<file path="src/rtl/dsp_multi_ctr_if.sv">
// ---------------------------------------------------------------------------
// dsp_multi_ctr_if
// Bundles the per-channel control, configuration and result signals of the
// multi-channel DSP counter.
//   enable[NC]        per-channel enable (gates load and count)
//   load[NC]          per-channel synchronous load of start_val
//   down[NC]          per-channel direction, 0 = up, 1 = down
//   start_val[NC]     load / reload value
//   end_val[NC]       wrap bound (upper when counting up, lower when down)
//   step[NC]          unsigned step per count
//   ctr_val[NC]       current counter value
//   wrap[NC]          one-cycle pulse when the reloaded value appears
// Modports: master drives controls and reads results, slave is the counter.
// ---------------------------------------------------------------------------
interface dsp_multi_ctr_if #(
    parameter int COUNTER_WIDTH = 32,
    parameter int NUM_CHANNELS  = 4,
    parameter int STEP_WIDTH    = 8
);
    logic [NUM_CHANNELS-1:0]  enable;
    logic [NUM_CHANNELS-1:0]  load;
    logic [NUM_CHANNELS-1:0]  down;
    logic [COUNTER_WIDTH-1:0] start_val [NUM_CHANNELS];
    logic [COUNTER_WIDTH-1:0] end_val   [NUM_CHANNELS];
    logic [STEP_WIDTH-1:0]    step      [NUM_CHANNELS];
    logic [COUNTER_WIDTH-1:0] ctr_val   [NUM_CHANNELS];
    logic [NUM_CHANNELS-1:0]  wrap;

    modport master (
        output enable, load, down, start_val, end_val, step,
        input  ctr_val, wrap
    );

    modport slave (
        input  enable, load, down, start_val, end_val, step,
        output ctr_val, wrap
    );
endinterface

</file>
<file path="src/rtl/dsp_multi_ctr.sv">
// ---------------------------------------------------------------------------
// dsp_multi_ctr
// NUM_CHANNELS independent loadable up/down counters with per-channel step,
// wrap bound and a one-cycle wrap pulse that coincides with the reload value.
// Bound checks are done one bit wider than the counter so the counter never
// wraps modulo 2^COUNTER_WIDTH.
// Ports:
//   clk   rising-edge clock
//   rst   asynchronous active-high reset (clears counters and outputs)
//   bus   dsp_multi_ctr_if.slave: controls in, ctr_val/wrap out
// Configuration macro:
//   DSP_CTR_OUT_REG_EN  adds one output register stage on ctr_val and wrap
//                       (2-cycle latency); internal counting is unchanged.
// ---------------------------------------------------------------------------
module dsp_multi_ctr #(
    parameter int COUNTER_WIDTH = 32,
    parameter int NUM_CHANNELS  = 4,
    parameter int STEP_WIDTH    = 8
) (
    input  logic             clk,
    input  logic             rst,
    dsp_multi_ctr_if.slave   bus
);

    localparam int CW = COUNTER_WIDTH;
    localparam int NC = NUM_CHANNELS;
    localparam int SW = STEP_WIDTH;

    logic [CW-1:0] ctr_q  [NC];
    logic [CW-1:0] ctr_d  [NC];
    logic [NC-1:0] wrap_q;
    logic [NC-1:0] wrap_d;
    // One extra bit: carry for up counts, sign for down counts.
    logic [CW:0]   nxt_s  [NC];
    logic [CW:0]   step_s [NC];

    // Next-state computation for every channel, in enable/load/count priority.
    always_comb begin
        for (int i = 0; i < NC; i++) begin
            ctr_d[i]  = ctr_q[i];
            wrap_d[i] = 1'b0;
            step_s[i] = {{(CW + 1 - SW){1'b0}}, bus.step[i]};
            nxt_s[i]  = {(CW + 1){1'b0}};
            if (!bus.enable[i]) begin
                ctr_d[i]  = ctr_q[i];
                wrap_d[i] = 1'b0;
            end else if (bus.load[i]) begin
                ctr_d[i]  = bus.start_val[i];
                wrap_d[i] = 1'b0;
            end else if (!bus.down[i]) begin
                nxt_s[i] = {1'b0, ctr_q[i]} + step_s[i];
                if (nxt_s[i] > {1'b0, bus.end_val[i]}) begin
                    ctr_d[i]  = bus.start_val[i];
                    wrap_d[i] = 1'b1;
                end else begin
                    ctr_d[i]  = nxt_s[i][CW-1:0];
                    wrap_d[i] = 1'b0;
                end
            end else begin
                nxt_s[i] = {1'b0, ctr_q[i]} - step_s[i];
                // A set top bit means the difference went negative.
                if (nxt_s[i][CW] || (nxt_s[i][CW-1:0] < bus.end_val[i])) begin
                    ctr_d[i]  = bus.start_val[i];
                    wrap_d[i] = 1'b1;
                end else begin
                    ctr_d[i]  = nxt_s[i][CW-1:0];
                    wrap_d[i] = 1'b0;
                end
            end
        end
    end

    // Counter and wrap-pulse state registers.
    always_ff @(posedge clk or posedge rst) begin
        if (rst) begin
            for (int i = 0; i < NC; i++) begin
                ctr_q[i] <= {CW{1'b0}};
            end
            wrap_q <= {NC{1'b0}};
        end else begin
            for (int i = 0; i < NC; i++) begin
                ctr_q[i] <= ctr_d[i];
            end
            wrap_q <= wrap_d;
        end
    end

`ifdef DSP_CTR_OUT_REG_EN
    logic [CW-1:0] out_ctr_q  [NC];
    logic [NC-1:0] out_wrap_q;

    // Output pipeline stage modelling the DSP product register.
    always_ff @(posedge clk or posedge rst) begin
        if (rst) begin
            for (int i = 0; i < NC; i++) begin
                out_ctr_q[i] <= {CW{1'b0}};
            end
            out_wrap_q <= {NC{1'b0}};
        end else begin
            for (int i = 0; i < NC; i++) begin
                out_ctr_q[i] <= ctr_q[i];
            end
            out_wrap_q <= wrap_q;
        end
    end

    assign bus.ctr_val = out_ctr_q;
    assign bus.wrap    = out_wrap_q;
`else
    assign bus.ctr_val = ctr_q;
    assign bus.wrap    = wrap_q;
`endif

endmodule

</file>
<file path="src/flat_wrapper.sv">
// flat-port wrapper written by rule: the top's interface ports become plain ports
module dsp_multi_ctr_flat 
#(
    parameter int COUNTER_WIDTH = 32,
    parameter int NUM_CHANNELS  = 4,
    parameter int STEP_WIDTH    = 8
)
  (clk, rst, bus_enable, bus_load, bus_down, bus_start_val, bus_end_val, bus_step, bus_ctr_val, bus_wrap);
  dsp_multi_ctr_if #(.COUNTER_WIDTH(COUNTER_WIDTH), .NUM_CHANNELS(NUM_CHANNELS), .STEP_WIDTH(STEP_WIDTH)) bus_i ();
  input  logic clk;
  input  logic rst;
  input wire logic [$bits(bus_i.enable)-1:0] bus_enable;
  input wire logic [$bits(bus_i.load)-1:0] bus_load;
  input wire logic [$bits(bus_i.down)-1:0] bus_down;
  input wire logic [$bits(bus_i.start_val)-1:0] bus_start_val;
  input wire logic [$bits(bus_i.end_val)-1:0] bus_end_val;
  input wire logic [$bits(bus_i.step)-1:0] bus_step;
  output wire logic [$bits(bus_i.ctr_val)-1:0] bus_ctr_val;
  output wire logic [$bits(bus_i.wrap)-1:0] bus_wrap;
  assign bus_i.enable = bus_enable;
  assign bus_i.load = bus_load;
  assign bus_i.down = bus_down;
  assign bus_i.start_val = {>>{bus_start_val}};
  assign bus_i.end_val = {>>{bus_end_val}};
  assign bus_i.step = {>>{bus_step}};
  assign bus_ctr_val = {>>{bus_i.ctr_val}};
  assign bus_wrap = bus_i.wrap;
  dsp_multi_ctr #(.COUNTER_WIDTH(COUNTER_WIDTH), .NUM_CHANNELS(NUM_CHANNELS), .STEP_WIDTH(STEP_WIDTH)) u_core (.clk(clk), .rst(rst), .bus(bus_i));
endmodule
</file>
<file path="config.mk">
export PLATFORM = sky130hd
export DESIGN_NAME = dsp_multi_ctr_flat
export DESIGN_NICKNAME = d
export VERILOG_FILES = /design/src/rtl/dsp_multi_ctr_if.sv /design/src/rtl/dsp_multi_ctr.sv /design/src/flat_wrapper.sv
export SDC_FILE = /design/constraint.sdc
export NUM_CORES = 1
export LEC_CHECK = 0
export BUFFER_PORTS_ARGS = -buffer_cell sky130_fd_sc_hd__buf_2
export CORE_MARGIN = 1.5
export CORE_UTILIZATION = 45
export CTS_CLUSTER_DIAMETER = 60
export DETAILED_ROUTE_END_ITERATION = 10
export PLACE_DENSITY = 0.68
export SYNTH_ARGS = -nofsm -noshare
export SYNTH_HDL_FRONTEND = slang
export SYNTH_SLANG_ARGS = --single-unit
export TNS_END_PERCENT = 50
</file>
<file path="constraint.sdc">
create_clock -name clk -period 7.4 [get_ports clk]
set_input_delay 1.48 -clock clk [delete_from_list [all_inputs] [get_ports clk]]
set_output_delay 1.48 -clock clk [all_outputs]
set_load 0.05 [all_outputs]
</file>
==> run metrics <==
status complete, no violations; Pwr Density ~250 nW/µm²; H-tree depth 4; vias in the first global route 21353; crit path max fanout 17; clock-pin slew on the worst setup and hold paths ~70 ps; later-pin clock latency in the skew report approximately 510 ps; CTS resizes 0; initial antenna violation count 6; Seq/Total Area, Yosys 0.162; routed len/inst 21.5 µm; overall power 6.00 mW; Area Overhead vs Synth 15.7%; RSZ-0062 raised after global routing false; Rel. slew slack 0.303; Worst Max-Slew Pin Slew roughly 1000 ps; first-pass GRT wire length ~120 mm; clock group share of total power 0.144; CP required 7750 ps; max-cap viol count 0; Post-Place Cell Area 23000 µm²; worst min path class reg -> reg; hold_ws 593 ps; DRT Pass-1 Iters 8; gr ovfl total 0; Post-Route WL 77.1 mm; post-synthesis cell area 20300 µm²; Buffers on Ports ~430; Final Max Slew Viols 0; initial core utilization 0.458; largest net degree at the start of global routing 69; FFs w/ async S/R, synth 1.00; # clock sinks 132; Setup Fix Bufs, Post-CTS 0; sequential power share 0.208; Top FF cell, synth dfrtp_1; Die W 216 µm; maximum clock path buffer count 2; hold buffers post-CTS 0; Post-synth EDFFs 0; Psw 3.23 mW; placed cell count around 3600; TNS Setup 0 ps; # rows 77; number of I/O pins approximately 430; Cell variety after synth 93; DRC viols 0; Final period util 0.953; GRT Util Overall 0.325; Final Hold Vio Count 0; crit path launch type input pin; Mapped Cells 2632; fmax 0.142 GHz; Vias about 22000; combinational cell fraction of total power 0.648; syn avg cell area 7.73 µm²; Crit Path Class in -> reg; CTS Root Cell clkbuf_16; synth warn 0; VDD IR-drop max 158 µV; utilization after layout 0.530; clk_skew 11.9 ps; initial DRC count 1860; Switching Fraction 0.539; Power Internal 2.77 mW; post-route minimum period a little over 7000 ps; Final Cell Area about 24000 µm²; Critical Path AT around 7400 ps; Syn Nets 3258; Worst setup EP type register; core area 44400 µm²; CTS buffer count 17; final setup vio count 0; setup ws final 347 ps; TritonCTS clock tree built; final net count 3610; layout cells sized above 1 0.188; RePlAce Congestion 0.970; Final HPWL DP 61.3 mm; Finished Layout Cells 3590; Leakage 11.2 nW; Final ANT Viol Nets 0; die height between 200 and 250 µm; DP Worst Slack 42.6 ps; DR vias/cell 6.12; Seq cells post-synth 132; die area 46500 µm²
cell usage in the layout (no fill, tap or decap), types with 19 or more instances in the layout:
| cell type | instances |
|---|---|
| a211oi_1 | 23 |
| a21o_1 | 29 |
| a21oi_1 | 153 |
| a221oi_1 | 30 |
| a22oi_1 | 28 |
| a31oi_1 | 26 |
| and3_1 | 40 |
| buf_2 | 433 |
| buf_4 | 46 |
| dfrtp_1 | 132 |
| ha_1 | 316 |
| inv_1 | 239 |
| mux2i_1 | 19 |
| nand2_1 | 149 |
| nand2b_1 | 54 |
| nand3_1 | 76 |
| nand4_1 | 55 |
| nor2_1 | 226 |
| nor2b_1 | 34 |
| nor3_1 | 61 |
| nor4_1 | 25 |
| o211ai_1 | 22 |
| o21a_1 | 26 |
| o21ai_0 | 105 |
| o221ai_1 | 27 |
| o22ai_1 | 78 |
| or3_1 | 19 |
| xnor2_1 | 141 |
| xor2_1 | 85 |
layer usage:
layer	track usage	vias up	share of wire
met3	0.0686	158	0.080
li1	-	10315	-
met2	0.521	1014	0.45
met1	0.428	10462	0.43
met5	0	-	0.00074
met4	0.123	8	0.031
worst max-delay path: stages:
cell and delay [ps]:
buf_2 90, ha_1 190, inv_1 60, fa_1 420, a211o_1 330, a2111oi_2 530
o211ai_1 270, nor4_1 550, nand2b_1 150, o41ai_1 280, nand2_1 140, ha_1 320
nand2_1 60, or4_1 520, a2111oi_0 440, o31a_2 250, a22oi_4 190, or2_2 410
a21oi_1 410, nand3b_1 180, o211ai_1 100
path summary, 6_finish.rpt:
path / startpoint / to / depth (start not counted) / slack, ps
worst max-delay path: bus_step[8] / u_core.bus.ctr_val[63] / 21 / 350
worst min-delay path: u_core.bus.ctr_val[4] / u_core.bus.ctr_val[4] / 2 / 590
worst max register to register: u_core.bus.ctr_val[32] / u_core.bus.ctr_val[63] / 21 / 910
worst min register to register: u_core.bus.ctr_val[4] / u_core.bus.ctr_val[4] / 2 / 590
max in group asynchronous: rst / u_core.bus.ctr_val[89] / 3 / 4820
min in group asynchronous: rst / u_core.bus.ctr_val[104] / 2 / 1120
synthesized netlist by cell type, drive strengths merged, types with 19 or more instances:
master	count	area (µm²)
nor3	63	327
o211ai	22	165
a221oi	30	263
o21a	26	195
o221ai	27	236
a211oi	23	173
a22oi	30	244
and3	40	250
xor2	85	744
o21ai	109	557
or3	20	130
nand2	149	559
ha	316	3950
o22ai	78	488
buf	40	235
nand2b	54	338
nand3	76	380
nor2	226	848
inv	240	901
dfrtp	132	3300
nor4	27	181
nand4	55	344
a21o	29	218
clkbuf	106	398
a21oi	154	774
xnor2	141	1230
nor2b	34	213
mux2i	19	190
a31oi	27	175
cells by family after synthesis:
family                     after synthesis  share of synthesized area
xor gates and xnor gates               226                     0.0973
AOI/OAI and AO/OA                      704                      0.239
muxes                                   30                     0.0154
buffers and inverters                  386                     0.0754
DFF                                    132                      0.162
and+or+nand+nor                        830                      0.208
adders and majority gates              324                      0.202
sequential cells by signal (all words and copies together) (netlist names):
register and cells:
u_core.bus.wrap 4, u_core.bus.ctr_val 128
power groups by stage:
stage | registers, mW | clock network (mW) | logic, mW
floorplan | 1.58 | 0 | 2.40
global placement | 1.24 | 0 | 3.75
detailed placement | 1.25 | 0 | 3.82
CTS | 1.24 | 0.884 | 3.84
global route | 1.27 | 0.909 | 4.25
finish | 1.25 | 0.866 | 3.88
layout make-up:
class / instances / area (µm²)
Clock inverter: 12 / 109
Clock buffer: 19 / 443
Fill cell: 4314 / 20900
Timing Repair Buffer: 479 / 2510
Antenna cell: 2 / 5.00
Tap cell: 592 / 741
Inverter: 240 / 906
Sequential cell: 132 / 3300
Multi-Input combinational cell: 2114 / 15500
No activity file was read; power rests on OpenSTA's default activity.
